`src/rtl/simple_uart_tx_if.sv`:
```
// simple_uart_tx_if - data-bus device port of the UART transmitter.
//   req_i/we_i/be_i/addr_i/wdata_i : request, driven by the bus master
//   rvalid_o/rdata_o/err_o         : response, one cycle after req_i
// The signal names keep the device-side direction suffixes so the bus port
// reads the same as the rest of the simple-system peripherals.
interface simple_uart_tx_if #(
    parameter int AddressWidth = 32,
    parameter int DataWidth    = 32
);
    logic                    req_i;
    logic                    we_i;
    logic [3:0]              be_i;
    logic [AddressWidth-1:0] addr_i;
    logic [DataWidth-1:0]    wdata_i;
    logic                    rvalid_o;
    logic [DataWidth-1:0]    rdata_o;
    logic                    err_o;

    modport master (
        output req_i, we_i, be_i, addr_i, wdata_i,
        input  rvalid_o, rdata_o, err_o
    );

    modport slave (
        input  req_i, we_i, be_i, addr_i, wdata_i,
        output rvalid_o, rdata_o, err_o
    );
endinterface

```
`src/rtl/simple_uart_tx.sv`:
```
// simple_uart_tx - memory-mapped 8N1 UART transmitter with a TX FIFO.
//   clk_i, rst_i : clock, synchronous active-high reset
//   bus          : simple_uart_tx_if.slave (TXDATA 0x0, STATUS 0x4, CTRL 0x8)
//   tx_o         : serial output, idle high
//   irq_o        : registered level IRQ, IRQEN & FIFO empty & transmitter idle
// Optional feature: define UART_TX_PARITY_EN to add an even-parity bit,
// gated at run time by CTRL[17] PAREN.
module simple_uart_tx #(
    parameter int AddressWidth   = 32,
    parameter int DataWidth      = 32,
    parameter int FifoDepth      = 8,
    parameter int DefaultBaudDiv = 868
) (
    input  logic              clk_i,
    input  logic              rst_i,
    simple_uart_tx_if.slave   bus,
    output logic              tx_o,
    output logic              irq_o
);
    localparam int PW = $clog2(FifoDepth);
    localparam int LW = PW + 1;

    typedef enum logic [2:0] {
        S_IDLE,
        S_START,
        S_DATA,
`ifdef UART_TX_PARITY_EN
        S_PARITY,
`endif
        S_STOP
    } state_t;

    // ---------------- bus decode ----------------
    logic [7:0] off;
    logic       sel_tx, sel_st, sel_ctrl;
    logic       wr_tx, wr_ctrl;

    assign off      = bus.addr_i[9:2];
    assign sel_tx   = (off == 8'd0);
    assign sel_st   = (off == 8'd1);
    assign sel_ctrl = (off == 8'd2);
    assign wr_tx    = bus.req_i & bus.we_i & sel_tx & bus.be_i[0];
    assign wr_ctrl  = bus.req_i & bus.we_i & sel_ctrl;

    // ---------------- CTRL ----------------
    logic [15:0] baud_q;
    logic        irqen_q;
`ifdef UART_TX_PARITY_EN
    logic        paren_q;
`endif

    always_ff @(posedge clk_i) begin
        if (rst_i) begin
            baud_q  <= 16'(DefaultBaudDiv);
            irqen_q <= 1'b0;
`ifdef UART_TX_PARITY_EN
            paren_q <= 1'b0;
`endif
        end else if (wr_ctrl) begin
            if (bus.be_i[0]) baud_q[7:0]  <= bus.wdata_i[7:0];
            if (bus.be_i[1]) baud_q[15:8] <= bus.wdata_i[15:8];
            if (bus.be_i[2]) begin
                irqen_q <= bus.wdata_i[16];
`ifdef UART_TX_PARITY_EN
                paren_q <= bus.wdata_i[17];
`endif
            end
        end
    end

    // ---------------- TX FIFO ----------------
    // Pointers carry one extra wrap bit so full and empty are distinguishable.
    logic [7:0]  mem [FifoDepth];
    logic [PW:0] wptr_q, rptr_q;
    logic [LW-1:0] level;
    logic        full, empty, push, pop;
    logic [7:0]  fifo_head;

    assign level     = wptr_q - rptr_q;
    assign full      = (level == LW'(FifoDepth));
    assign empty     = (wptr_q == rptr_q);
    // Fullness is taken before any same-cycle pop: a push into a full FIFO
    // is refused even if the serialiser frees a slot in that cycle.
    assign push      = wr_tx & ~full;
    assign fifo_head = mem[rptr_q[PW-1:0]];

    always_ff @(posedge clk_i) begin
        if (rst_i) begin
            wptr_q <= '0;
            rptr_q <= '0;
        end else begin
            if (push) wptr_q <= wptr_q + 1'b1;
            if (pop)  rptr_q <= rptr_q + 1'b1;
        end
    end

    always_ff @(posedge clk_i) begin
        if (push) mem[wptr_q[PW-1:0]] <= bus.wdata_i[7:0];
    end

    // ---------------- serialiser FSM ----------------
    state_t      state_q, state_d;
    logic [15:0] cnt_q, cnt_d, reload;
    logic [2:0]  bit_q, bit_d;
    logic [7:0]  shift_q, shift_d;
    logic        tick;
`ifdef UART_TX_PARITY_EN
    logic        par_q, par_d;
`endif

    // Bit period is max(BAUDDIV,1); the counter runs period-1 .. 0 and is
    // reloaded from the live BAUDDIV at every bit boundary.
    assign reload = (baud_q == 16'd0) ? 16'd0 : baud_q - 16'd1;
    assign tick   = (cnt_q == 16'd0);

    always_ff @(posedge clk_i) begin
        if (rst_i) begin
            state_q <= S_IDLE;
            cnt_q   <= '0;
            bit_q   <= '0;
            shift_q <= '0;
`ifdef UART_TX_PARITY_EN
            par_q   <= 1'b0;
`endif
        end else begin
            state_q <= state_d;
            cnt_q   <= cnt_d;
            bit_q   <= bit_d;
            shift_q <= shift_d;
`ifdef UART_TX_PARITY_EN
            par_q   <= par_d;
`endif
        end
    end

    always_comb begin
        state_d = state_q;
        cnt_d   = cnt_q;
        bit_d   = bit_q;
        shift_d = shift_q;
        pop     = 1'b0;
`ifdef UART_TX_PARITY_EN
        par_d   = par_q;
`endif
        case (state_q)
            S_IDLE: begin
                if (!empty) begin
                    pop     = 1'b1;
                    state_d = S_START;
                    shift_d = fifo_head;
                    cnt_d   = reload;
`ifdef UART_TX_PARITY_EN
                    par_d   = ^fifo_head;
`endif
                end
            end
            S_START: begin
                if (tick) begin
                    state_d = S_DATA;
                    bit_d   = 3'd0;
                    cnt_d   = reload;
                end else begin
                    cnt_d = cnt_q - 16'd1;
                end
            end
            S_DATA: begin
                if (tick) begin
                    cnt_d = reload;
                    if (bit_q == 3'd7) begin
`ifdef UART_TX_PARITY_EN
                        state_d = paren_q ? S_PARITY : S_STOP;
`else
                        state_d = S_STOP;
`endif
                    end else begin
                        shift_d = {1'b0, shift_q[7:1]};
                        bit_d   = bit_q + 3'd1;
                    end
                end else begin
                    cnt_d = cnt_q - 16'd1;
                end
            end
`ifdef UART_TX_PARITY_EN
            S_PARITY: begin
                if (tick) begin
                    state_d = S_STOP;
                    cnt_d   = reload;
                end else begin
                    cnt_d = cnt_q - 16'd1;
                end
            end
`endif
            S_STOP: begin
                if (tick) begin
                    // Queued data goes straight into the next START bit so
                    // back-to-back frames have no idle gap.
                    if (!empty) begin
                        pop     = 1'b1;
                        state_d = S_START;
                        shift_d = fifo_head;
                        cnt_d   = reload;
`ifdef UART_TX_PARITY_EN
                        par_d   = ^fifo_head;
`endif
                    end else begin
                        state_d = S_IDLE;
                    end
                end else begin
                    cnt_d = cnt_q - 16'd1;
                end
            end
            default: state_d = S_IDLE;
        endcase
    end

    always_comb begin
        tx_o = 1'b1;
        case (state_q)
            S_START:  tx_o = 1'b0;
            S_DATA:   tx_o = shift_q[0];
`ifdef UART_TX_PARITY_EN
            S_PARITY: tx_o = par_q;
`endif
            default:  tx_o = 1'b1;
        endcase
    end

    always_ff @(posedge clk_i) begin
        if (rst_i) irq_o <= 1'b0;
        else       irq_o <= irqen_q & empty & (state_q == S_IDLE);
    end

    // ---------------- bus response ----------------
    logic [31:0] status, ctrl, rd_d;
    logic        err_d;

    assign status = {20'b0, 4'(level), 5'b0, (state_q != S_IDLE), empty, full};
`ifdef UART_TX_PARITY_EN
    assign ctrl   = {14'b0, paren_q, irqen_q, baud_q};
`else
    assign ctrl   = {15'b0, irqen_q, baud_q};
`endif

    always_comb begin
        rd_d  = '0;
        err_d = 1'b0;
        if (sel_st)        rd_d  = status;
        else if (sel_ctrl) rd_d  = ctrl;
        else if (!sel_tx)  err_d = 1'b1;
        if (wr_tx && full) err_d = 1'b1;
        if (bus.we_i)      rd_d  = '0;
    end

    always_ff @(posedge clk_i) begin
        if (rst_i) begin
            bus.rvalid_o <= 1'b0;
            bus.err_o    <= 1'b0;
            bus.rdata_o  <= '0;
        end else begin
            bus.rvalid_o <= bus.req_i;
            bus.err_o    <= bus.req_i & err_d;
            bus.rdata_o  <= bus.req_i ? DataWidth'(rd_d) : '0;
        end
    end

    logic unused_bits;
`ifdef UART_TX_PARITY_EN
    assign unused_bits = ^{bus.addr_i[AddressWidth-1:10], bus.addr_i[1:0],
                           bus.be_i[3], bus.wdata_i[DataWidth-1:18]};
`else
    assign unused_bits = ^{bus.addr_i[AddressWidth-1:10], bus.addr_i[1:0],
                           bus.be_i[3], bus.wdata_i[DataWidth-1:17]};
`endif
endmodule
```
`src/flat_wrapper.sv`:
```
// flat-port wrapper written by rule: the top's interface ports become plain ports
module simple_uart_tx_flat 
#(
    parameter int AddressWidth   = 32,
    parameter int DataWidth      = 32,
    parameter int FifoDepth      = 8,
    parameter int DefaultBaudDiv = 868
)
  (clk_i, rst_i, tx_o, irq_o, bus_req_i, bus_we_i, bus_be_i, bus_addr_i, bus_wdata_i, bus_rvalid_o, bus_rdata_o, bus_err_o);
  simple_uart_tx_if #(.AddressWidth(AddressWidth), .DataWidth(DataWidth)) bus_i ();
  input  logic clk_i;
  input  logic rst_i;
  output logic tx_o;
  output logic irq_o;
  input wire logic [$bits(bus_i.req_i)-1:0] bus_req_i;
  input wire logic [$bits(bus_i.we_i)-1:0] bus_we_i;
  input wire logic [$bits(bus_i.be_i)-1:0] bus_be_i;
  input wire logic [$bits(bus_i.addr_i)-1:0] bus_addr_i;
  input wire logic [$bits(bus_i.wdata_i)-1:0] bus_wdata_i;
  output wire logic [$bits(bus_i.rvalid_o)-1:0] bus_rvalid_o;
  output wire logic [$bits(bus_i.rdata_o)-1:0] bus_rdata_o;
  output wire logic [$bits(bus_i.err_o)-1:0] bus_err_o;
  assign bus_i.req_i = bus_req_i;
  assign bus_i.we_i = bus_we_i;
  assign bus_i.be_i = bus_be_i;
  assign bus_i.addr_i = bus_addr_i;
  assign bus_i.wdata_i = bus_wdata_i;
  assign bus_rvalid_o = bus_i.rvalid_o;
  assign bus_rdata_o = bus_i.rdata_o;
  assign bus_err_o = bus_i.err_o;
  simple_uart_tx #(.AddressWidth(AddressWidth), .DataWidth(DataWidth), .FifoDepth(FifoDepth), .DefaultBaudDiv(DefaultBaudDiv)) u_core (.clk_i(clk_i), .rst_i(rst_i), .bus(bus_i), .tx_o(tx_o), .irq_o(irq_o));
endmodule
```
`config.mk`:
```
export PLATFORM = sky130hd
export DESIGN_NAME = simple_uart_tx_flat
export DESIGN_NICKNAME = d
export VERILOG_FILES = /design/src/rtl/simple_uart_tx_if.sv /design/src/rtl/simple_uart_tx.sv /design/src/flat_wrapper.sv
export SDC_FILE = /design/constraint.sdc
export NUM_CORES = 1
export LEC_CHECK = 0
export ABC_CLOCK_PERIOD_IN_PS = 6300
export BUFFER_PORTS_ARGS = -buffer_cell sky130_fd_sc_hd__buf_2
export CORE_MARGIN = 2
export CORE_UTILIZATION = 40
export CTS_CLUSTER_SIZE = 25
export DETAILED_ROUTE_END_ITERATION = 8
export SLEW_MARGIN = 5
export SYNTH_ARGS = -nofsm -noshare
export SYNTH_HDL_FRONTEND = slang
export SYNTH_SLANG_ARGS = --single-unit
```
`constraint.sdc`:
```
create_clock -name clk_i -period 6.3 [get_ports clk_i]
set_clock_uncertainty 0.2 [all_clocks]
set_input_delay 0.63 -clock clk_i [delete_from_list [all_inputs] [get_ports clk_i]]
set_output_delay 0.63 -clock clk_i [all_outputs]
set_load 0.02 [all_outputs]
```
==> results of run 1 <==
synthesized netlist by cell type, types with 7 or more instances:
cell type and count:
a21oi_1 26, and2_1 10, buf_4 15, clkbuf_1 20, dfxtp_1 77, edfxtp_1 64
ha_1 14, inv_1 17, mux2i_1 22, mux4_2 16, nand2_1 69, nand3_1 25
nor2_1 51, nor3_1 12, nor4_1 11, o21ai_0 34, o31ai_1 7, or3_1 7
xnor2_1 12, xor2_1 12
routing by layer:
metal  wire, um  global-route usage  up-vias
met4        257             0.07210        0
met2       7687              0.2991      130
li1           -                   -     2396
met5          0                   0        -
met3        651             0.03893       23
met1       7387              0.2449     2479
path summary, 6_finish.rpt:
check	depth (start not counted)	slack, ps	start	end
worst min-delay path	3	270	bus_wdata_i[9]	u_core.baud_q[9]$_SDFFE_PP1P_
worst min register to register	2	300	u_core.shift_q[2]$_SDFFE_PP0P_	u_core.shift_q[2]$_SDFFE_PP0P_
worst max register to register	7	3050	u_core.wptr_q[0]$_SDFFE_PP0P_	u_core.cnt_q[9]$_SDFFE_PP0P_
worst max-delay path	7	3050	u_core.wptr_q[0]$_SDFFE_PP0P_	u_core.cnt_q[9]$_SDFFE_PP0P_
sequential cells by signal, summed over array words and instances, names as in the netlist, named ones only:
| name | count |
|---|---|
| u_core.irq_o | 1 |
| u_core.mem | 64 |
| u_core.state_q | 2 |
| u_core.rptr_q | 4 |
| u_core.bus.rvalid_o | 1 |
| u_core.wptr_q | 4 |
| u_core.baud_q | 16 |
| u_core.irqen_q | 1 |
| u_core.shift_q | 8 |
| u_core.bit_q | 3 |
| u_core.bus.err_o | 1 |
| u_core.cnt_q | 16 |
| u_core.bus.rdata_o | 17 |
worst max-delay path, delay by kind of cell (launching register included):
family / cells / cell delay [ps]
flops: 1 / 430
compound gates: 3 / 910
fa+ha+maj: 1 / 420
simple gates: 2 / 890
buf+inv: 1 / 270
cell type report:
| type | count | area (um^2) | share of cell area |
|---|---|---|---|
| flip-flops and latches | 141 | 3463 | 0.4443 |
| multi-input cells | 439 | 3043 | 0.3904 |
| clock buffers | 17 | 425.4 | 0.05457 |
| repair buffers | 66 | 365.4 | 0.04687 |
| well taps | 220 | 275.3 | 0.03531 |
| clock inverters | 15 | 155.1 | 0.01990 |
| inverters | 18 | 67.56 | 0.008668 |
cells by family (layout without fill, tap and decap cells):
logic type / Yosys count / count (layout) / synth area share
adders and majority gates: 15 / 15 / 0.02890
buffers and inverters: 62 / 116 / 0.04613
other: 1 / 15 / 0.0005552
AOI/OAI and AO/OA: 115 / 115 / 0.1126
and+or+nand+nor: 231 / 231 / 0.1803
muxes: 39 / 39 / 0.08763
DFF: 141 / 141 / 0.5128
xor gates and xnor gates: 24 / 24 / 0.03112
through the flow:
step	area [um^2]	utilization	hold slack, ps
finish	7795	0.4717	266.2
global route	7795	0.4717	263.2
CTS	7795	0.4717	256.1
detailed placement	7214	0.4366	288.5
global placement	7214	0.4366	275.6
floorplan	6807	-	240.3
report_power, final:
part,leakage [nW],switching [mW],total (mW),internal (mW)
Combinational,1.39,0.388,0.594,0.206
Clock,0.276,0.412,0.967,0.556
Sequential,1.20,0.0244,1.00,0.976
==> out/results.ini, run 1 <==
[place]
dp_hpwl_mm=11.01
finalWeightedCongestion=0.8865
io_buffers=52
place_ws_ps=3043
numPlacedInstances=884

[final_layout]
final_cells=916
final_common_cell=dfxtp_1
diodes=0
drive_above_1_share=0.1911
fill_cells=1526
syn2layout_area_growth_pct=15.41
final_cell_mix=77 x dfxtp_1, 69 x nand2_1, 64 x edfxtp_1, 52 x buf_2, 51 x nor2_1
layout.nets=770

[floorplanning]
num_rows=47
start_util=0.4087
dieArea_um2=17940
io_pins=108
fp.dieW_um=133.9
core-area_um2=16520
die_y_um=133.9

[route]
drc=0
wirelength_mm=15.98
wl_per_cell_um=17.45
first_pass_iters=5
vias=5028
viasPerCell=5.489
drtIter0Drc=361
drtAntennaViolNets=0

[clocking]
cts_inserted_buffers=17
cts_num_sinks=141
tritoncts=built
htreeDepth=4
clock_path_buffers=2
cts_resized=0
cts.reportedPaths.clkPinSlew_ps=60
clk_latency_ps=420
clock-root-buffer=clkbuf_16
hold_buffers=0
cts_setup_buffers=0

[timing]
fin_crit_ps=3248
maxSlewHeadroom=0.3258
rsz0062_at_grt=false
finalHoldViolations=0
clock.fmax_ghz=0.3078
period_share=0.5156
setup_tns_ps=0
finalSetupViolations=0
drv_slew=0
tightest_slew_ps=1009
setup_slack_ps=3052

[global_route]
grt_pass1_wl_mm=25.48
track_usage=0.1852
grt_pass1_vias=4887
antenna_found_initial=0
grt-ovfl-total=0
grt_max_degree=52

[yosys]
avgSynthCellArea_um2=10.75
syn_area_um2=6754
synth_warnings=0
ys_seq_area_frac=0.5128
ys_top_cells_by_area=edfxtp_1 28%, dfxtp_1 23%, mux4_2 5.3%
synth_top_area_share=0.2845
yosysTopAreaCell=edfxtp_1
synth_cell_types=71
synth-seq-cells=141
synth-edff-count=64
yosys_most_used_dff=dfxtp_1
async_reset_ff_frac=0
syn_inst=628

[setup_path]
cp-start-kind=flip-flop
worstPathRequired_ps=6420
worstPathCellList=clkinv_1, ha_1, nand4_1, a21oi_1, or2_2, o21ai_0, a32o_1
critPathMaxStageDelay_ps=670
cp.arrival_ps=3360
crit_path_end_kind=flip-flop
critical_path_peak_fanout=15
crit_slowest_cell=nand4_1
critical_path_class=flip-flop to flip-flop

[power]
power.leakage_nw=2.863
finalPower_mw=2.562
ir_drop_mv=0.2070
power_density_nw_per_um2=328.7

[outcome]
status=finished clean

[worst_hold_path]
hp-class=input pin to flip-flop

[job]
maxCapViolations=0

Power figures use the tool's default switching activity.
==> run 2, diff against run 1 <==
--- a/config.mk
+++ b/config.mk
@@ -5,7 +5,7 @@
 export SDC_FILE = /design/constraint.sdc
 export NUM_CORES = 1
 export LEC_CHECK = 0
-export ABC_CLOCK_PERIOD_IN_PS = 6300
+export ABC_CLOCK_PERIOD_IN_PS = 2750
 export BUFFER_PORTS_ARGS = -buffer_cell sky130_fd_sc_hd__buf_2
 export CORE_MARGIN = 2
 export CORE_UTILIZATION = 40
==> constraint.sdc (replaced) <==
create_clock -name clk_i -period 2.75 [get_ports clk_i]
set_clock_uncertainty 0.2 [all_clocks]
set_input_delay 0.275 -clock clk_i [delete_from_list [all_inputs] [get_ports clk_i]]
set_output_delay 0.275 -clock clk_i [all_outputs]
set_load 0.02 [all_outputs]
==> out/results.ini, run 2 (synthesis results as in run 1) <==
[clocking]
tritoncts=built
cts_num_sinks=141  ; unchanged
cts_inserted_buffers=17  ; unchanged
clock_path_buffers=2  ; unchanged
clk_latency_ps=420  ; about the same
cts.reportedPaths.clkPinSlew_ps=60  ; about the same
clock-root-buffer=clkbuf_16
htreeDepth=4  ; unchanged

[global_route]
grt-ovfl-total=0  ; unchanged
grt_pass1_wl_mm=26.88  ; +5.5%
track_usage=0.1926  ; +0.007409
antenna_found_initial=0  ; unchanged
grt_max_degree=41  ; -21%
grt_pass1_vias=5247  ; +7.4%

[floorplanning]
num_rows=47  ; unchanged
io_pins=108  ; unchanged
dieArea_um2=17940  ; unchanged
start_util=0.4087  ; unchanged
core-area_um2=16520  ; unchanged
fp.dieW_um=133.9  ; unchanged
die_y_um=133.9  ; unchanged

[job]
maxCapViolations=0  ; unchanged

[timing]
finalSetupViolations=0  ; unchanged
hold_ws_ps=18.48  ; -247.8 ps
maxSlewHeadroom=0.6101  ; +0.2843
period_share=0.9652
finalHoldViolations=0  ; unchanged
tightest_slew_ps=584.1  ; -425.2 ps
clock.fmax_ghz=0.3767
fin_crit_ps=2654
drv_slew=0  ; unchanged
rsz0062_at_grt=false

[final_layout]
layout.nets=830  ; +7.8%
largest_reg_flops=64  ; unchanged
final_common_cell=dfxtp_1
final_cell_mix=75 x dfxtp_1, 69 x nand2_1, 64 x edfxtp_1, 53 x buf_2, 51 x nor2_1
diodes=0  ; unchanged
design_area_um2=8564  ; +9.9%
fin_util=0.5183  ; +0.04657
syn2layout_area_growth_pct=26.81
final_cells=976  ; +6.6%
drive_above_1_share=0.2381  ; +0.04700
fill_cells=1442  ; -5.5%

[worst_hold_path]
hp-class=input pin to flip-flop

[setup_path]
cp-start-kind=input pin
crit_path_end_kind=flip-flop
worstPathRequired_ps=2920  ; -3500 ps
critical_path_class=input pin to flip-flop
critical_path_peak_fanout=5  ; -10
cp.arrival_ps=2820  ; -540 ps

[power]
finalPower_mw=6.155  ; +140%
power_density_nw_per_um2=718.7  ; +120%
power.leakage_nw=3.198  ; +12%
ir_drop_mv=0.4712  ; +130%

[place]
placed_area_um2=7595  ; +5.3%
finalWeightedCongestion=0.8930  ; +0.73%
numPlacedInstances=909  ; +2.8%
io_buffers=52  ; unchanged
dp_hpwl_mm=11.65  ; +5.8%

[route]
vias=5313  ; +5.7%
first_pass_iters=5  ; unchanged
wl_per_cell_um=17.31  ; -0.78%
drtIter0Drc=333  ; -7.8%
drtAntennaViolNets=0  ; unchanged
viasPerCell=5.444  ; -0.83%
wirelength_mm=16.90  ; +5.7%
drc=0  ; unchanged

[outcome]
status=finished clean

## run 2: routing by layer
layer	track usage	wire, um	vias up
met1	0.2503	7584	2630
li1	-	-	2526
met5	0	0	-
met2	0.3259	8381	143
met3	0.03893	767	14
met4	0.05792	164	0
## run 2: worst max-delay path, cell delays in order
cell	delay [ps]
dlygate4sd3_1	520
buf_2	150
nand2b_4	70
nor3_4	260
buf_6	160
nand3_1	100
dlygate4sd3_1	590
a21oi_1	140
dlygate4sd3_1	550
## run 2: worst paths after layout
kind,start,end,slack (ps),cells after the start
hold / removal,bus_addr_i[2],u_core.bus.err_o$_SDFF_PP0_,20,3
hold reg to reg,u_core.shift_q[1]$_SDFFE_PP0P_,u_core.shift_q[1]$_SDFFE_PP0P_,300,2
setup / recovery,bus_addr_i[3],u_core.baud_q[15]$_SDFFE_PP0P_,100,9
setup reg to reg,u_core.wptr_q[0]$_SDFFE_PP0P_,u_core.mem[0][6]$_DFFE_PP_,100,10
## run 2: layout make-up
class	instances	area (um^2)	area share
flip-flops and latches	141	3468	0.4050
inverters	18	80.08	0.009350
repair buffers	126	928.4	0.1084
multi-input cells	439	3224	0.3765
clock buffers	17	425.4	0.04967
well taps	220	275.3	0.03214
clock inverters	15	162.7	0.01899
## run 2: power breakdown
| part | switching [mW] | internal (mW) |
|---|---|---|
| Combinational | 0.946 | 0.635 |
| Clock | 0.933 | 1.35 |
| Sequential | 0.0534 | 2.24 |
| Total | 1.93 | 4.22 |
## run 2: stage by stage
step / setup WS, ps / TNS [ps]
after global placement: 114.5 / 0
after detailed placement: 26.52 / 0
after global routing: 6.866 / 0
after CTS: 24.26 / 0
after floorplan: -2.295 / -18.36
final: 95.57 / 0
## run 2: what timing repair did
action	in CTS	in global routing
cloned	0	1
hold buffers	33	0
resized for setup	1	8
pin swaps	0	1
buffers inserted	0	1
endpoints found under the hold margin	78	0
endpoints found under the setup margin	8	15
==> run 3, diff against run 2 <==
--- a/config.mk
+++ b/config.mk
@@ -8,7 +8,7 @@
 export ABC_CLOCK_PERIOD_IN_PS = 2750
 export BUFFER_PORTS_ARGS = -buffer_cell sky130_fd_sc_hd__buf_2
 export CORE_MARGIN = 2
-export CORE_UTILIZATION = 40
+export CORE_UTILIZATION = 42
 export CTS_CLUSTER_SIZE = 25
 export DETAILED_ROUTE_END_ITERATION = 8
 export SLEW_MARGIN = 5
==> out/results.ini, run 3 (synthesis results as in run 1) <==
[final_layout]
layout.nets=822  ; -0.96%
fin_util=0.5315  ; +0.01318
multi_input_area_um2=3193  ; -0.97%
drive_above_1_share=0.2353  ; -0.002801
final_cell_mix=75 x dfxtp_1, 69 x nand2_1, 64 x edfxtp_1, 52 x buf_2, 51 x nor2_1
final_cells=964  ; -1.2%
final_common_cell=dfxtp_1
seqCellArea_um2=3468  ; unchanged
syn2layout_area_growth_pct=24.55
fill_cells=1379  ; -4.4%
diodes=0  ; unchanged
largest_reg_flops=64  ; unchanged

[worst_hold_path]
hp-class=input pin to flip-flop
min_to=u_core.bus.err_o$_SDFF_PP0_
hold_depth=3  ; unchanged
hold_path_startpoint=bus_addr_i[2]

[clocking]
cts_inserted_buffers=17  ; unchanged
clock_path_buffers=2  ; unchanged
cts_num_sinks=141  ; unchanged
cts.reportedPaths.clkPinSlew_ps=60  ; about the same
tritoncts=built
clk_latency_ps=420  ; about the same
clock-root-buffer=clkbuf_16
htreeDepth=4  ; unchanged

[timing]
hold_ws_ps=17.31  ; -1.171 ps
fin_crit_ps=2628  ; -26.67 ps
finalSetupViolations=0  ; unchanged
maxSlewHeadroom=0.5391  ; -0.07095
drv_slew=0  ; unchanged
rsz0062_at_grt=false
setup_slack_ps=122.2  ; +26.67 ps
tightest_slew_ps=690.4  ; +106.3 ps
period_share=0.9555  ; -0.009697
clock.fmax_ghz=0.3806  ; +1.0%
finalHoldViolations=0  ; unchanged

[place]
place_ws_ps=92.44  ; +65.92 ps
numPlacedInstances=907  ; -0.22%
dp_hpwl_mm=11.68  ; +0.33%
io_buffers=52  ; unchanged
finalWeightedCongestion=0.8794  ; -1.5%

[floorplanning]
die_y_um=130.8  ; -2.3%
num_rows=46  ; -2.1%
core-area_um2=15830  ; -4.2%
dieArea_um2=17110  ; -4.6%
fp.dieW_um=130.8  ; -2.3%
io_pins=108  ; unchanged
start_util=0.4267  ; +0.01800

[power]
ir_drop_mv=0.4363  ; -7.4%
finalPower_mw=6.047  ; -1.7%
power.leakage_nw=3.117  ; -2.5%
power_density_nw_per_um2=718.9  ; about the same

[route]
wl_per_cell_um=17.01  ; -1.8%
drc=0  ; unchanged
drtIter0Drc=396  ; +19%
vias=5172  ; -2.7%
viasPerCell=5.365  ; -1.4%
first_pass_iters=6  ; +1
wirelength_mm=16.39  ; -3.0%
drtAntennaViolNets=0  ; unchanged

[setup_path]
worstPathCellList=clkinv_8, ha_4, fa_2, xor2_1, and3_1, inv_2, o311ai_4, buf_12, nor4_4, buf_4
critical_path_class=flip-flop to flip-flop
crit_path_end_kind=flip-flop
cp.arrival_ps=2550  ; -270 ps
worstPathRequired_ps=2680  ; -240 ps
cp-start-kind=flip-flop
critical_path_peak_fanout=14  ; +9
r2r_start=u_core.wptr_q[0]$_SDFFE_PP0P_
rrSetupSlack_ps=120  ; +30 ps
reg2reg_to=u_core.mem[0][3]$_DFFE_PP_
critPathMaxStageDelay_ps=380  ; -210 ps
worst-r2r-cell-count=10  ; unchanged
crit_slowest_cell=dfxtp_4

[global_route]
antenna_found_initial=0  ; unchanged
grt-ovfl-total=0  ; unchanged
grt_max_degree=34  ; -17%
grt_pass1_wl_mm=25.93  ; -3.5%
grt_pass1_vias=5118  ; -2.5%
track_usage=0.2003  ; +0.007661

[outcome]
status=finished clean

[job]
maxCapViolations=0  ; unchanged

[run 3: cell count changes in the layout (fill, tap and decap cells not counted), moves of 2 or more]
| cell | previous run | this run |
|---|---|---|
| buf_4 | 36 | 40 |
| buf_6 | 2 | 0 |
| dlygate4sd3_1 | 33 | 25 |
| inv_8 | 1 | 5 |
| clkinv_2 | 2 | 0 |
| bufinv_16 | 2 | 0 |
| clkinv_4 | 3 | 0 |
[run 3: worst max-delay path by stage]
stage,startpoint,end,slack [ps],depth (start not counted)
after CTS,u_core.rptr_q[1]$_SDFFE_PP0P_,u_core.mem[0][7]$_DFFE_PP_,40,9
after global routing,u_core.rptr_q[1]$_SDFFE_PP0P_,u_core.mem[0][7]$_DFFE_PP_,20,9
after floorplan,u_core.wptr_q[0]$_SDFFE_PP0P_,u_core.mem[0][0]$_DFFE_PP_,-2,9
after global placement,u_core.rptr_q[1]$_SDFFE_PP0P_,u_core.mem[0][7]$_DFFE_PP_,100,9
after detailed placement,u_core.rptr_q[1]$_SDFFE_PP0P_,u_core.mem[0][7]$_DFFE_PP_,90,9
final,u_core.wptr_q[0]$_SDFFE_PP0P_,u_core.mem[0][3]$_DFFE_PP_,120,10
[run 3: what timing repair did]
item,4_1_cts,5_1_grt
endpoints found under the setup margin,0,16
buffers inserted,0,0
hold endpoints to repair,78,0
resized for setup,0,1
hold buffers,25,0
[run 3: metal layers]
| layer | global-route usage | vias to the layer above | wire [um] |
|---|---|---|---|
| met5 | 0 | - | 0 |
| met4 | 0.07134 | 0 | 316 |
| met3 | 0.04275 | 27 | 750 |
| met2 | 0.3248 | 152 | 8004 |
| met1 | 0.2673 | 2488 | 7323 |
| li1 | - | 2505 | - |
[run 3: where the power goes]
group | internal [mW] | switching [mW] | leakage, nW
logic | 0.632 | 0.926 | 1.64
clock network | 1.20 | 0.994 | 0.276
registers | 2.24 | 0.0559 | 1.20
total | 4.07 | 1.98 | 3.12
[run 3: per-stage QoR]
stage	TNS [ps]	instance area [um^2]
6_report	0	8412
5_1_grt	0	8412
4_1_cts	0	8412
3_5_place_dp	0	7592
3_3_place_gp	0	7592
2_1_floorplan	-18.36	6980
[run 3: critical path: cells and delay by family (launching register included)]
kind,cells,cell delay (ps)
buf+inv,4,570
xor+xnor,1,150
flops,1,380
fa+ha+maj,2,500
simple gates,2,410
compound gates,1,110
[run 3: layout make-up]
class | instances | area share
clock buffer | 17 | 0.05057
clock inverter | 15 | 0.01711
inverter | 18 | 0.009520
multi-input combinational | 439 | 0.3796
sequential | 141 | 0.4123
tap | 216 | 0.03213
timing repair buffer | 118 | 0.09877
